## config.mk

```make
export PLATFORM = sky130hd
export DESIGN_NAME = vga_pixel_stage
export DESIGN_NICKNAME = d
export VERILOG_FILES = /design/src/rtl/vga_pixel_stage.sv
export SDC_FILE = /design/constraint.sdc
export NUM_CORES = 1
export LEC_CHECK = 0
export ABC_AREA = 0
export BUFFER_PORTS_ARGS = -buffer_cell sky130_fd_sc_hd__buf_2
export CORE_UTILIZATION = 55
export DETAILED_ROUTE_END_ITERATION = 6
export GPL_TIMING_DRIVEN = 0
export PLACE_DENSITY = 0.74
export SETUP_SLACK_MARGIN = 0.3
export SYNTH_ARGS = -nofsm -noshare
export SYNTH_HDL_FRONTEND = slang
export SYNTH_SLANG_ARGS = --single-unit
```

## constraint.sdc

```tcl
create_clock -name clk_i -period 1.8 [get_ports clk_i]
set_input_delay 0.27 -clock clk_i [delete_from_list [all_inputs] [get_ports clk_i]]
set_output_delay 0.27 -clock clk_i [all_outputs]
set_load 0.03 [all_outputs]
```

## src/rtl/vga_pixel_stage.sv

```systemverilog
// rtl/vga_pixel_stage.sv - VGA pixel stage: framebuffer/palette or test pattern to registered RGB
//
// Purpose
//   Sits after the hvsync generator. Produces a registered 12-bit RGB pixel plus
//   hsync/vsync/DE delayed to line up with it. Pixels come either from a
//   downscaled framebuffer (external sync RAM, one-cycle read) through a 16-entry
//   palette, or from one of three built-in test patterns. The display mode is
//   latched only at frame boundaries, where a frame counter also advances.
//
// Ports
//   clk_i            pixel clock
//   reset_ni         asynchronous reset, active low
//   hpos_i/vpos_i    beam position from the sync generator
//   display_on_i     visible-area flag from the sync generator
//   hsync_in_i       hsync from the sync generator
//   vsync_in_i       vsync from the sync generator
//   mode_i           0 framebuffer, 1 colour bars, 2 checkerboard, 3 border
//   fb_rd_en_o       framebuffer read enable
//   fb_addr_o        framebuffer read address {row, column}
//   fb_data_i        framebuffer data, valid the cycle after fb_rd_en_o
//   pal_we_i         palette write strobe
//   pal_idx_i        palette write index
//   pal_data_i       palette write data {R,G,B}
//   rgb_o            pixel out {R,G,B}
//   hsync_out_o      hsync aligned with rgb_o
//   vsync_out_o      vsync aligned with rgb_o
//   de_out_o         display_on aligned with rgb_o
//   frame_cnt_o      frames since reset, 8-bit wrap
//   frame_start_o    one-cycle pulse after each frame boundary

module vga_pixel_stage #(
    parameter int H_DISPLAY   = 1024,
    parameter int V_DISPLAY   = 768,
    parameter int SCALE_SHIFT = 2,
    parameter int ADDR_W      = 16,
    parameter int PIX_W       = 4
) (
    input  logic              clk_i,
    input  logic              reset_ni,
    input  logic [10:0]       hpos_i,
    input  logic [9:0]        vpos_i,
    input  logic              display_on_i,
    input  logic              hsync_in_i,
    input  logic              vsync_in_i,
    input  logic [1:0]        mode_i,
    output logic              fb_rd_en_o,
    output logic [ADDR_W-1:0] fb_addr_o,
    input  logic [PIX_W-1:0]  fb_data_i,
    input  logic              pal_we_i,
    input  logic [3:0]        pal_idx_i,
    input  logic [11:0]       pal_data_i,
    output logic [11:0]       rgb_o,
    output logic              hsync_out_o,
    output logic              vsync_out_o,
    output logic              de_out_o,
    output logic [7:0]        frame_cnt_o,
    output logic              frame_start_o
);

    localparam int HB    = $clog2(H_DISPLAY);
    localparam int FB_HB = HB - SCALE_SHIFT;
    localparam int FB_VB = ADDR_W - FB_HB;

    localparam logic [1:0] MODE_FB     = 2'd0;
    localparam logic [1:0] MODE_BARS   = 2'd1;
    localparam logic [1:0] MODE_CHECK  = 2'd2;
    localparam logic [1:0] MODE_BORDER = 2'd3;

    // ------------------------------------------------------------------
    // Palette
    // ------------------------------------------------------------------
    logic [11:0] palette_q [16];

    always_ff @(posedge clk_i or negedge reset_ni) begin
        if (!reset_ni) begin
            for (int i = 0; i < 16; i++) begin
                palette_q[i] <= {4'(i), 4'(i), 4'(i)};
            end
        end else if (pal_we_i) begin
            palette_q[pal_idx_i] <= pal_data_i;
        end
    end

    // ------------------------------------------------------------------
    // Frame boundary and mode latch
    // ------------------------------------------------------------------
    logic       boundary;
    logic [1:0] mode_q, mode_d;
    logic [1:0] mode_eff;
    logic [7:0] frame_cnt_q, frame_cnt_d;
    logic       frame_start_q, frame_start_d;

    assign boundary = (hpos_i == 11'd0) && (vpos_i == 10'd0);
    // The boundary pixel already belongs to the new frame, so it uses the
    // incoming mode rather than the one being replaced.
    assign mode_eff = boundary ? mode_i : mode_q;

    always_comb begin
        mode_d        = mode_q;
        frame_cnt_d   = frame_cnt_q;
        frame_start_d = 1'b0;
        if (boundary) begin
            mode_d        = mode_i;
            frame_cnt_d   = frame_cnt_q + 8'd1;
            frame_start_d = 1'b1;
        end
    end

    always_ff @(posedge clk_i or negedge reset_ni) begin
        if (!reset_ni) begin
            mode_q        <= MODE_FB;
            frame_cnt_q   <= 8'd0;
            frame_start_q <= 1'b0;
        end else begin
            mode_q        <= mode_d;
            frame_cnt_q   <= frame_cnt_d;
            frame_start_q <= frame_start_d;
        end
    end

    // ------------------------------------------------------------------
    // Stage 1: framebuffer address, pattern colour, sync staging
    // ------------------------------------------------------------------
    logic              fb_rd_en_d;
    logic [ADDR_W-1:0] fb_addr_q, fb_addr_d;
    logic              fb_rd_en_q;
    logic [11:0]       pat_d;
    logic [11:0]       pat_s1_q, pat_s2_q;
    logic              is_fb_s1_q, is_fb_s2_q;
    logic [2:0]        bar;
    logic              border;

    assign bar    = hpos_i[HB-1 -: 3];
    assign border = (hpos_i == 11'd0) || (hpos_i == 11'(H_DISPLAY - 1)) ||
                    (vpos_i == 10'd0) || (vpos_i == 10'(V_DISPLAY - 1));

    always_comb begin
        fb_rd_en_d = display_on_i && (mode_eff == MODE_FB);
        fb_addr_d  = fb_addr_q;
        if (fb_rd_en_d) begin
            fb_addr_d = {vpos_i[SCALE_SHIFT +: FB_VB], hpos_i[SCALE_SHIFT +: FB_HB]};
        end
    end

    always_comb begin
        pat_d = 12'h000;
        case (mode_eff)
            MODE_BARS: begin
                case (bar)
                    3'd0:    pat_d = 12'hFFF;
                    3'd1:    pat_d = 12'hFF0;
                    3'd2:    pat_d = 12'h0FF;
                    3'd3:    pat_d = 12'h0F0;
                    3'd4:    pat_d = 12'hF0F;
                    3'd5:    pat_d = 12'hF00;
                    3'd6:    pat_d = 12'h00F;
                    default: pat_d = 12'h000;
                endcase
            end
            MODE_CHECK:  pat_d = (hpos_i[5] ^ vpos_i[5]) ? 12'hFFF : 12'h000;
            MODE_BORDER: pat_d = border ? 12'hFFF : palette_q[0];
            default:     pat_d = 12'h000;
        endcase
    end

    // ------------------------------------------------------------------
    // Sync/DE delay line: three flops, no gating, polarity untouched
    // ------------------------------------------------------------------
    logic [2:0] hs_q, vs_q, de_q;

    always_ff @(posedge clk_i or negedge reset_ni) begin
        if (!reset_ni) begin
            hs_q <= 3'b000;
            vs_q <= 3'b000;
            de_q <= 3'b000;
        end else begin
            hs_q <= {hs_q[1:0], hsync_in_i};
            vs_q <= {vs_q[1:0], vsync_in_i};
            de_q <= {de_q[1:0], display_on_i};
        end
    end

    // ------------------------------------------------------------------
    // Pixel pipeline registers (S1, S2, S3)
    // ------------------------------------------------------------------
    logic [11:0] rgb_q, rgb_d;

    // fb_data_i is the RAM's own registered output during S2, so the palette
    // lookup is taken straight off it into the S3 register.
    always_comb begin
        rgb_d = 12'h000;
        if (de_q[1]) begin
            rgb_d = is_fb_s2_q ? palette_q[fb_data_i] : pat_s2_q;
        end
    end

    always_ff @(posedge clk_i or negedge reset_ni) begin
        if (!reset_ni) begin
            fb_rd_en_q <= 1'b0;
            fb_addr_q  <= '0;
            pat_s1_q   <= 12'h000;
            pat_s2_q   <= 12'h000;
            is_fb_s1_q <= 1'b0;
            is_fb_s2_q <= 1'b0;
            rgb_q      <= 12'h000;
        end else begin
            fb_rd_en_q <= fb_rd_en_d;
            fb_addr_q  <= fb_addr_d;
            pat_s1_q   <= pat_d;
            pat_s2_q   <= pat_s1_q;
            is_fb_s1_q <= (mode_eff == MODE_FB);
            is_fb_s2_q <= is_fb_s1_q;
            rgb_q      <= rgb_d;
        end
    end

    assign fb_rd_en_o    = fb_rd_en_q;
    assign fb_addr_o     = fb_addr_q;
    assign rgb_o         = rgb_q;
    assign hsync_out_o   = hs_q[2];
    assign vsync_out_o   = vs_q[2];
    assign de_out_o      = de_q[2];
    assign frame_cnt_o   = frame_cnt_q;
    assign frame_start_o = frame_start_q;

endmodule
```

==> results of run 1 <==
registers in the layout, indices dropped and copies added, names as in the netlist:
signal and count:
pat_s1_q 12, mode_q 2, palette_q 192, hs_q 3
rgb_o 12, de_q 3, pat_s2_q 12, fb_rd_en_o 1
is_fb_s2_q 1, frame_start_o 1, fb_addr_o 16, frame_cnt_o 8
vs_q 3, is_fb_s1_q 1
cell families after synthesis:
| family | synth area share |
|---|---|
| DFF | 0.591 |
| muxes | 0.304 |
| and+or+nand+nor | 0.0411 |
| AOI/OAI and AO/OA | 0.0360 |
| buffers and inverters | 0.0201 |
| xor gates and xnor gates | 0.00609 |
| adders and majority gates | 0.00109 |
layout make-up:
| type | instances | area (µm²) | area share |
|---|---|---|---|
| Inverter | 1 | 3.75 | 0.000269 |
| Multi-Input combinational cell | 420 | 4660 | 0.333 |
| Tap cell | 270 | 338 | 0.0242 |
| Timing Repair Buffer | 116 | 810 | 0.0579 |
| Clock inverter | 10 | 140 | 0.0100 |
| Clock buffer | 42 | 885 | 0.0633 |
| Buffer | 53 | 335 | 0.0240 |
| Sequential cell | 267 | 6800 | 0.487 |
power by group through the flow:
stage	Combinational, mW	Clock [mW]	Sequential, mW
after global routing	2.68	6.51	8.10
after floorplan	1.69	0	7.86
after global placement	2.19	0	7.94
final	2.49	6.18	7.98
after detailed placement	2.32	0	8.06
after CTS	2.45	6.27	7.97
through the flow:
step                      power, mW  std cells
after floorplan                9.56        741
after global placement         10.1       1096
after detailed placement       10.4       1098
after CTS                      16.7       1173
after global routing           17.3       1179
final                          16.7       1179
timing repair:
action	CTS	global route
resized for setup	44	18
pin swaps	24	10
hold endpoints to repair	67	57
buffers inserted	12	6
endpoints found under the setup margin	39	56
cloned	1	0
how the worst max path moves through the flow:
stage | start | end | slack (ps) | cells past startpoint
2_1_floorplan | vpos_i[4] | fb_addr_o[10] | -200 | 8
3_3_place_gp | reset_ni | frame_cnt_o[5] | -3870 | 1
3_5_place_dp | vpos_i[0] | fb_addr_o[8] | -610 | 9
4_1_cts | vpos_i[3] | fb_addr_o[8] | 220 | 10
5_1_grt | vpos_i[4] | fb_addr_o[8] | 100 | 10
6_report | vpos_i[1] | fb_addr_o[8] | 140 | 10
synthesized netlist by cell type (all sizes together) (5+ instances only):
library cell,instances,share of area
a22o,13,0.0099
a22oi,22,0.014
buf,13,0.0067
clkbuf,40,0.013
dfrtp,171,0.37
dfstp,96,0.22
mux2,210,0.21
mux4,48,0.094
nand2,21,0.0069
nand3,6,0.0026
nand4,5,0.0027
nor2,28,0.0091
o21ai,15,0.0065
xnor2,6,0.0046
layer usage:
layer / share of wire / up-vias
met5: 0 / -
met4: 0.023 / 0
met3: 0.037 / 47
met2: 0.52 / 149
met1: 0.42 / 3735
li1: - / 3040
critical path, cell delays in order:
cell and delay [ps]:
buf_6 100, nor4_4 290, and3_4 220, buf_6 90, and2_4 120, buf_6 110, mux2i_4 260, buf_6 160
buf_8 130, mux2_4 310
==> results.yml, run 1 <==
timing:
  slew_headroom: 0.401
  setup-tns-final_ps: 0
  max_freq_mhz: 602
  hold_violations: 57
  holdWs_ps: -324
  slew_violations: 0
  fin_ws_ps: 140
  fin_crit_sh: 0.922
  rsz0062_at_grt: "true"
  finalSetupViolations: 0
  tightestPinTransition_ps: 898
  fin_skew_ps: 7.04
  fin_crit_ps: 1660
setup_path:
  required_ps: 2210
  cp_data_arrival_time_ps: 2070
  reg2reg_slack_ps: 240
  cp_max_fo: 5
  r2r_cells: 6
  rr_endpoint: "fb_addr_o[8]"
  crit_path_start_kind: "input port"
  cp-end-kind: "flip-flop"
  r2r-start: "mode_q[1]"
  path_class: "input port to flip-flop"
finish:
  final_common_cell: "mux2_2"
  design_area_um2: 14000
  nFillCells: 1341
  drive_above_1_share: 0.625
  most-common-layout-cells: "mux2_2 (194), dfrtp_1 (169), dfstp_2 (96)"
  final_core_util: 0.686
  n_antenna_cell: 0
  area_growth_pct: 21.4
  finalNetCount: 937
status:
  failed_checks: "negative hold slack"
  outcome: "complete, but fails checks"
place:
  placed_cell_area_um2: 12400
  hpwlAfterDp_um: 17600
  routabilityCongestion: 0.834
  place.port_buffers: 85
  pre_cts_ws_ps: -614
clock_tree:
  root_buffer: "clkbuf_16"
  path_clk_slew_ps: 60
  clock_sinks: 267
  insertion_delay_ps: 540
  numCtsBuffers: 28
  htreeDepth: 1
  cts_tree: "done"
  clockBufferDepth: 3
  ctsHoldBuffers: 10
grt:
  use_met2: 0.440
  grt_pass1_vias: 7619
  grt_pass1_wl_um: 42700
  track_usage: 0.257
  use_met1: 0.347
  grt_antenna_before_repair: 0
  grt_max_degree: 122
  overflow: 0
  use_met3: 0.0366
  top_usage_layer: "met2"
power_and_ir_drop:
  leakage_nw: 5.99
  power_frac_comb: 0.149
  ir_drop_mv: 0.837
  clock_power_share: 0.371
  sw_frac_of_total: 0.236
  power_density_nw_per_um2: 1190
  pwr-share-seq: 0.479
  p_switching_mw: 3.93
  internal_power_mw: 12.7
synthesis:
  synthFlopType: "dfrtp_1"
  ys_seq_elements: 267
  postSynthCellCount: 741
  synth-edff-count: 0
  ys_types: 41
  ys_seq_area_frac: 0.591
  avgSynthCellArea_um2: 15.5
  syn_nets: 791
  synth_area_um2: 11500
  async_reset_ff_frac: 1.00
  yosys_warnings: 0
job:
  cap_violations: 0
route:
  drtAntennaViolNets: 0
  drt-pass1-iter-count: 4
  drtIter0Drc: 400
  routedWlPerCell_um: 22.4
  routed-via-count: 6971
  drc: 0
  finalWirelength_um: 26400
  routed_via_density: 5.91
floorplanning:
  initial_utilization: 0.565
  io-pin-count: 90
  core_area_um2: 20400
  die_x_um: 147
  rows: 52
  die_area_um2: 21500
  die-height_um: 147
hold_path:
  hold_path_class: "input port to async pin"
(Power assumes the default switching activity.)
==> run 2: changes to the inputs <==
--- a/config.mk
+++ b/config.mk
@@ -9,9 +9,9 @@
 export BUFFER_PORTS_ARGS = -buffer_cell sky130_fd_sc_hd__buf_2
 export CORE_UTILIZATION = 55
 export DETAILED_ROUTE_END_ITERATION = 6
+export GPL_ROUTABILITY_DRIVEN = 1
 export GPL_TIMING_DRIVEN = 0
 export PLACE_DENSITY = 0.74
-export SETUP_SLACK_MARGIN = 0.3
 export SYNTH_ARGS = -nofsm -noshare
 export SYNTH_HDL_FRONTEND = slang
 export SYNTH_SLANG_ARGS = --single-unit
==> run 2 against run 1 <==
Effect of this change: the flow now finishes without violations; via count shrank 2.1%; core utilization shrank 2.0 points; sequential share of layout area grew 1.5 points; count of clock-buffer cells in the layout grew 2; register-to-register slack lost 120 ps; sequential power is essentially flat; highest routed layer unchanged; worst hold slack gained 350 ps; first-iteration DRC count shrank 12%; sequential cell count is the same; routed wire length shrank 2.1%; setup slack lost 55 ps; combinational power shrank 6%.
==> results.yml, run 2 (synthesis results as in run 1) <==
route:
  drtAntennaViolNets: 0
  drc: 0
  routedWlPerCell_um: 22.2
  drtIter0Drc: 354
  finalWirelength_um: 25900
  routed-via-count: 6823
  routed_via_density: 5.84
  drt-pass1-iter-count: 4
setup_path:
  cp-startpoint: "pal_idx_i[1]"
  crit_path_start_kind: "input port"
  crit_chain: "clkbuf_1, nand2b_1, nor2_1, clkbuf_1, mux2_2"
  cp_top_family: "buffers and inverters"
  cp_max_fo: 10
  crit_slowest_cell: "clkbuf_1"
  cp.depth: 5
  cp-end-kind: "flip-flop"
  r2r-start: "palette_q[58]"
  cp_data_arrival_time_ps: 2130
  required_ps: 2210
  path_common_cell: "clkbuf_1"
  r2r_cells: 4
  crit_path_max_incr_delay_ps: 710
  path_class: "input port to flip-flop"
  cp_num_buf_inv: 2
timing:
  slew_violations: 0
  finalSetupViolations: 0
  fin_crit_sh: 0.953
  fin_crit_ps: 1720
  slew_headroom: 0.403
  rsz0062_at_grt: "false"
  fin_skew_ps: 20.1
  tightestPinTransition_ps: 895
  holdWs_ps: 29.6
  setup-tns-final_ps: 0
  max_freq_mhz: 583
  hold_violations: 0
hold_path:
  min_path_cells: 2
  min-delay-start: "hpos_i[8]"
  hold_path_class: "input port to flip-flop"
floorplanning:
  die_x_um: 147
  io-pin-count: 90
  rows: 52
  die_area_um2: 21500
  core_area_um2: 20400
  die-height_um: 147
  initial_utilization: 0.565
clock_tree:
  insertion_delay_ps: 550
  htreeDepth: 1
  clockBufferDepth: 3
  path_clk_slew_ps: 60
  root_buffer: "clkbuf_16"
  numCtsBuffers: 28
  clock_sinks: 267
  cts_tree: "done"
power_and_ir_drop:
  power_density_nw_per_um2: 1220
  sw_frac_of_total: 0.230
  total_power_mw: 16.5
  clock_power_share: 0.376
  power_frac_comb: 0.141
  ir_drop_mv: 0.697
  pwr-share-seq: 0.483
  internal_power_mw: 12.7
  leakage_nw: 5.83
  p_switching_mw: 3.80
job:
  cap_violations: 0
finish:
  most-common-layout-cells: "mux2_2 (196), dfrtp_1 (171), dfstp_2 (96)"
  largest_register_ffs: 192
  finalNetCount: 926
  area_growth_pct: 17.9
  drive_above_1_share: 0.558
  final_common_cell: "mux2_2"
  n_antenna_cell: 0
  largest_register: "palette_q"
grt:
  grt_pass1_vias: 7622
  grt_max_degree: 115
  grt_antenna_before_repair: 0
  track_usage: 0.247
  overflow: 0
  grt_pass1_wl_um: 41100
status:
  outcome: "finished, final reports clean"
place:
  place.port_buffers: 85
  hpwlAfterDp_um: 17500
  routabilityCongestion: 0.861
[run 2: layout make-up]
| cell class | count | area (µm²) |
|---|---|---|
| clock inverters | 8 | 176 |
| inverters | 1 | 3.75 |
| plain buffers | 53 | 246 |
| repair buffers | 105 | 666 |
| flip-flops and latches | 267 | 6800 |
| clock buffers | 44 | 841 |
| well taps | 270 | 338 |
| multi-input cells | 420 | 4490 |
| fillers | 1432 | 6810 |
[run 2: power by group through the flow]
stage / clock (mW) / sequential, mW / combinational [mW]
6_report: 6.20 / 7.98 / 2.33
5_1_grt: 6.54 / 8.09 / 2.51
4_1_cts: 6.32 / 7.96 / 2.36
3_5_place_dp: 0 / 8.05 / 2.32
3_3_place_gp: 0 / 7.93 / 2.18
2_1_floorplan: 0 / 7.86 / 1.68
[run 2: per-layer routing]
metal,global-route usage,vias to the layer above,wire [µm]
li1,-,3008,-
met1,0.330,3626,10900
met2,0.418,142,13200
met3,0.0400,47,1080
met4,0.0760,0,629
met5,0,-,0
[run 2: final timing paths]
path / to / slack [ps]
setup reg to reg: rgb_o[10] / 120
hold / removal: fb_addr_o[6] / 30
setup / recovery: palette_q[20] / 80
max in group asynchronous: palette_q[116] / 280
min in group asynchronous: palette_q[29] / 250
hold reg to reg: pat_s2_q[10] / 350
[run 2: timing repair]
action	4_1_cts	5_1_grt
gates resized for setup	4	10
buffers inserted	2	0
cloned	0	0
endpoints found under the hold margin	62	0
hold buffers	16	0
setup endpoints to repair	20	21
pin swaps	0	1
[run 2: worst reg2reg max path, stage by stage (launching register included)]
cell and delay [ps]:
dfrtp_1 370, mux4_2 510, a22o_1 260, o21ai_1 270
o21ai_0 150
[run 2: stage by stage]
| stage | utilization | area, µm² | cells | setup WS (ps) |
|---|---|---|---|---|
| after detailed placement | 0.606 | 12300 | 1098 | -977 |
| final | 0.666 | 13600 | 1168 | 84.9 |
| after floorplan | - | 11500 | 741 | -198 |
| after CTS | 0.665 | 13500 | 1168 | 95.6 |
| after global placement | 0.603 | 12300 | 1096 | -3800 |
| after global routing | 0.666 | 13600 | 1168 | 1.78 |
==> run 3: changes to the inputs <==
--- a/config.mk
+++ b/config.mk
@@ -8,9 +8,9 @@
 export ABC_AREA = 0
 export BUFFER_PORTS_ARGS = -buffer_cell sky130_fd_sc_hd__buf_2
 export CORE_UTILIZATION = 55
+export CTS_CLUSTER_SIZE = 24
 export DETAILED_ROUTE_END_ITERATION = 6
 export GPL_ROUTABILITY_DRIVEN = 1
-export GPL_TIMING_DRIVEN = 0
 export PLACE_DENSITY = 0.74
 export SYNTH_ARGS = -nofsm -noshare
 export SYNTH_HDL_FRONTEND = slang
==> run 3 against run 2 <==
Effect of this change: design area is 2.2% higher; maximum frequency is 7.3% higher; sequential cell count stayed put; critical path type is now flip-flop to flip-flop; largest cell class unchanged.
==> results.yml, run 3 (synthesis results as in run 1) <==
status:
  outcome: "finished, final reports clean"
setup_path:
  required_ps: 2210
  cp_max_fo: 2
  cp-end-kind: "flip-flop"
  cp_data_arrival_time_ps: 2000
  path_class: "flip-flop to flip-flop"
  crit_path_start_kind: "flip-flop"
job:
  cap_violations: 0
timing:
  fin_crit_ps: 1600
  holdWs_ps: 65.5
  hold_violations: 0
  slew_headroom: 0.277
  fin_skew_ps: 11.5
  finalSetupViolations: 0
  max_freq_mhz: 626
  slew_violations: 0
  rsz0062_at_grt: "false"
  tightestPinTransition_ps: 1080
  fin_crit_sh: 0.888
  setup-tns-final_ps: 0
floorplanning:
  core_area_um2: 20400
  initial_utilization: 0.565
  rows: 52
  die_x_um: 147
  io-pin-count: 90
  die_area_um2: 21500
  die-height_um: 147
power_and_ir_drop:
  ir_drop_mv: 0.811
  total_power_mw: 16.9
  power_density_nw_per_um2: 1220
  leakage_nw: 6.06
grt:
  overflow: 0
  top_usage_layer: "met2"
  use_met1: 0.343
  track_usage: 0.260
  grt_max_degree: 62
  grt_pass1_vias: 7724
  use_met2: 0.435
  grt_pass1_wl_um: 43000
  grt_antenna_before_repair: 0
  use_met3: 0.0369
place:
  hpwlAfterDp_um: 18000
  routabilityCongestion: 0.889
  placed_cell_area_um2: 12700
  place.port_buffers: 89
finish:
  n_antenna_cell: 0
  regArea_um2: 6800
  area_growth_pct: 20.5
  finalNetCount: 930
  drive_above_1_share: 0.615
  largest_register: "palette_q"
  nFillCells: 1381
  largest_register_ffs: 192
  multiInputGateArea_um2: 4470
  most-common-layout-cells: "mux2_2 (196), dfrtp_1 (171), dfstp_2 (96)"
  design_area_um2: 13900
  final_core_util: 0.681
  final_common_cell: "mux2_2"
clock_tree:
  numCtsBuffers: 28
  clock_sinks: 267
  insertion_delay_ps: 530
  cts_tree: "done"
  root_buffer: "clkbuf_16"
  clockBufferDepth: 3
  htreeDepth: 1
  cts_setup_buffers: 0
  path_clk_slew_ps: 60
hold_path:
  hold_path_class: "input port to flip-flop"
route:
  finalWirelength_um: 26400
  routed_via_density: 5.98
  drc: 0
  drt-pass1-iter-count: 5
  routedWlPerCell_um: 22.5
  drtIter0Drc: 391
  routed-via-count: 7011
  drtAntennaViolNets: 0
[run 3: worst max-delay path, stage by stage (launching register included)]
cell and delay, ps:
dfstp_2 360, mux4_2 480, a22o_1 250, o21ai_0 170, buf_4 140, o21ai_0 70
[run 3: worst paths after layout]
| kind | cells after the start | slack (ps) | start | endpoint |
|---|---|---|---|---|
| max | 5 | 200 | palette_q[10] | rgb_o[10] |
| min | 3 | 70 | vpos_i[9] | fb_addr_o[15] |
| max reg2reg | 5 | 200 | palette_q[10] | rgb_o[10] |
| min reg2reg | 0 | 350 | pat_s1_q[3] | pat_s2_q[3] |
| max in group asynchronous | 3 | 760 | reset_ni | palette_q[13] |
| min in group asynchronous | 2 | 290 | reset_ni | palette_q[36] |
[run 3: metrics by stage]
stage / setup WS, ps / std cells
finish: 201 / 1172
global route: 123 / 1172
CTS: 201 / 1172
detailed placement: -249 / 1115
global placement: -139 / 1115
floorplan: -198 / 741
[run 3: report_power, final]
part | internal, mW | switching [mW] | total, mW
logic | 1.44 | 0.977 | 2.42
registers | 7.42 | 0.566 | 7.99
clock network | 4.23 | 2.28 | 6.51
total | 13.1 | 3.83 | 16.9
[run 3: cell type report]
class,count,share of cell area
sequential,267,0.491
multi-input combinational,420,0.323
timing repair buffer,162,0.0843
clock buffer,41,0.0607
tap,270,0.0244
clock inverter,11,0.0168
inverter,1,0.000271
[run 3: routing by layer]
metal	share of wire	vias up
li1	-	3025
met1	0.41	3720
met2	0.51	206
met3	0.041	60
met4	0.037	0
met5	0	-
[run 3: repair_timing]
item,in CTS,in global routing
endpoints found under the hold margin,22,0
hold buffers,5,0
resized for setup,0,0
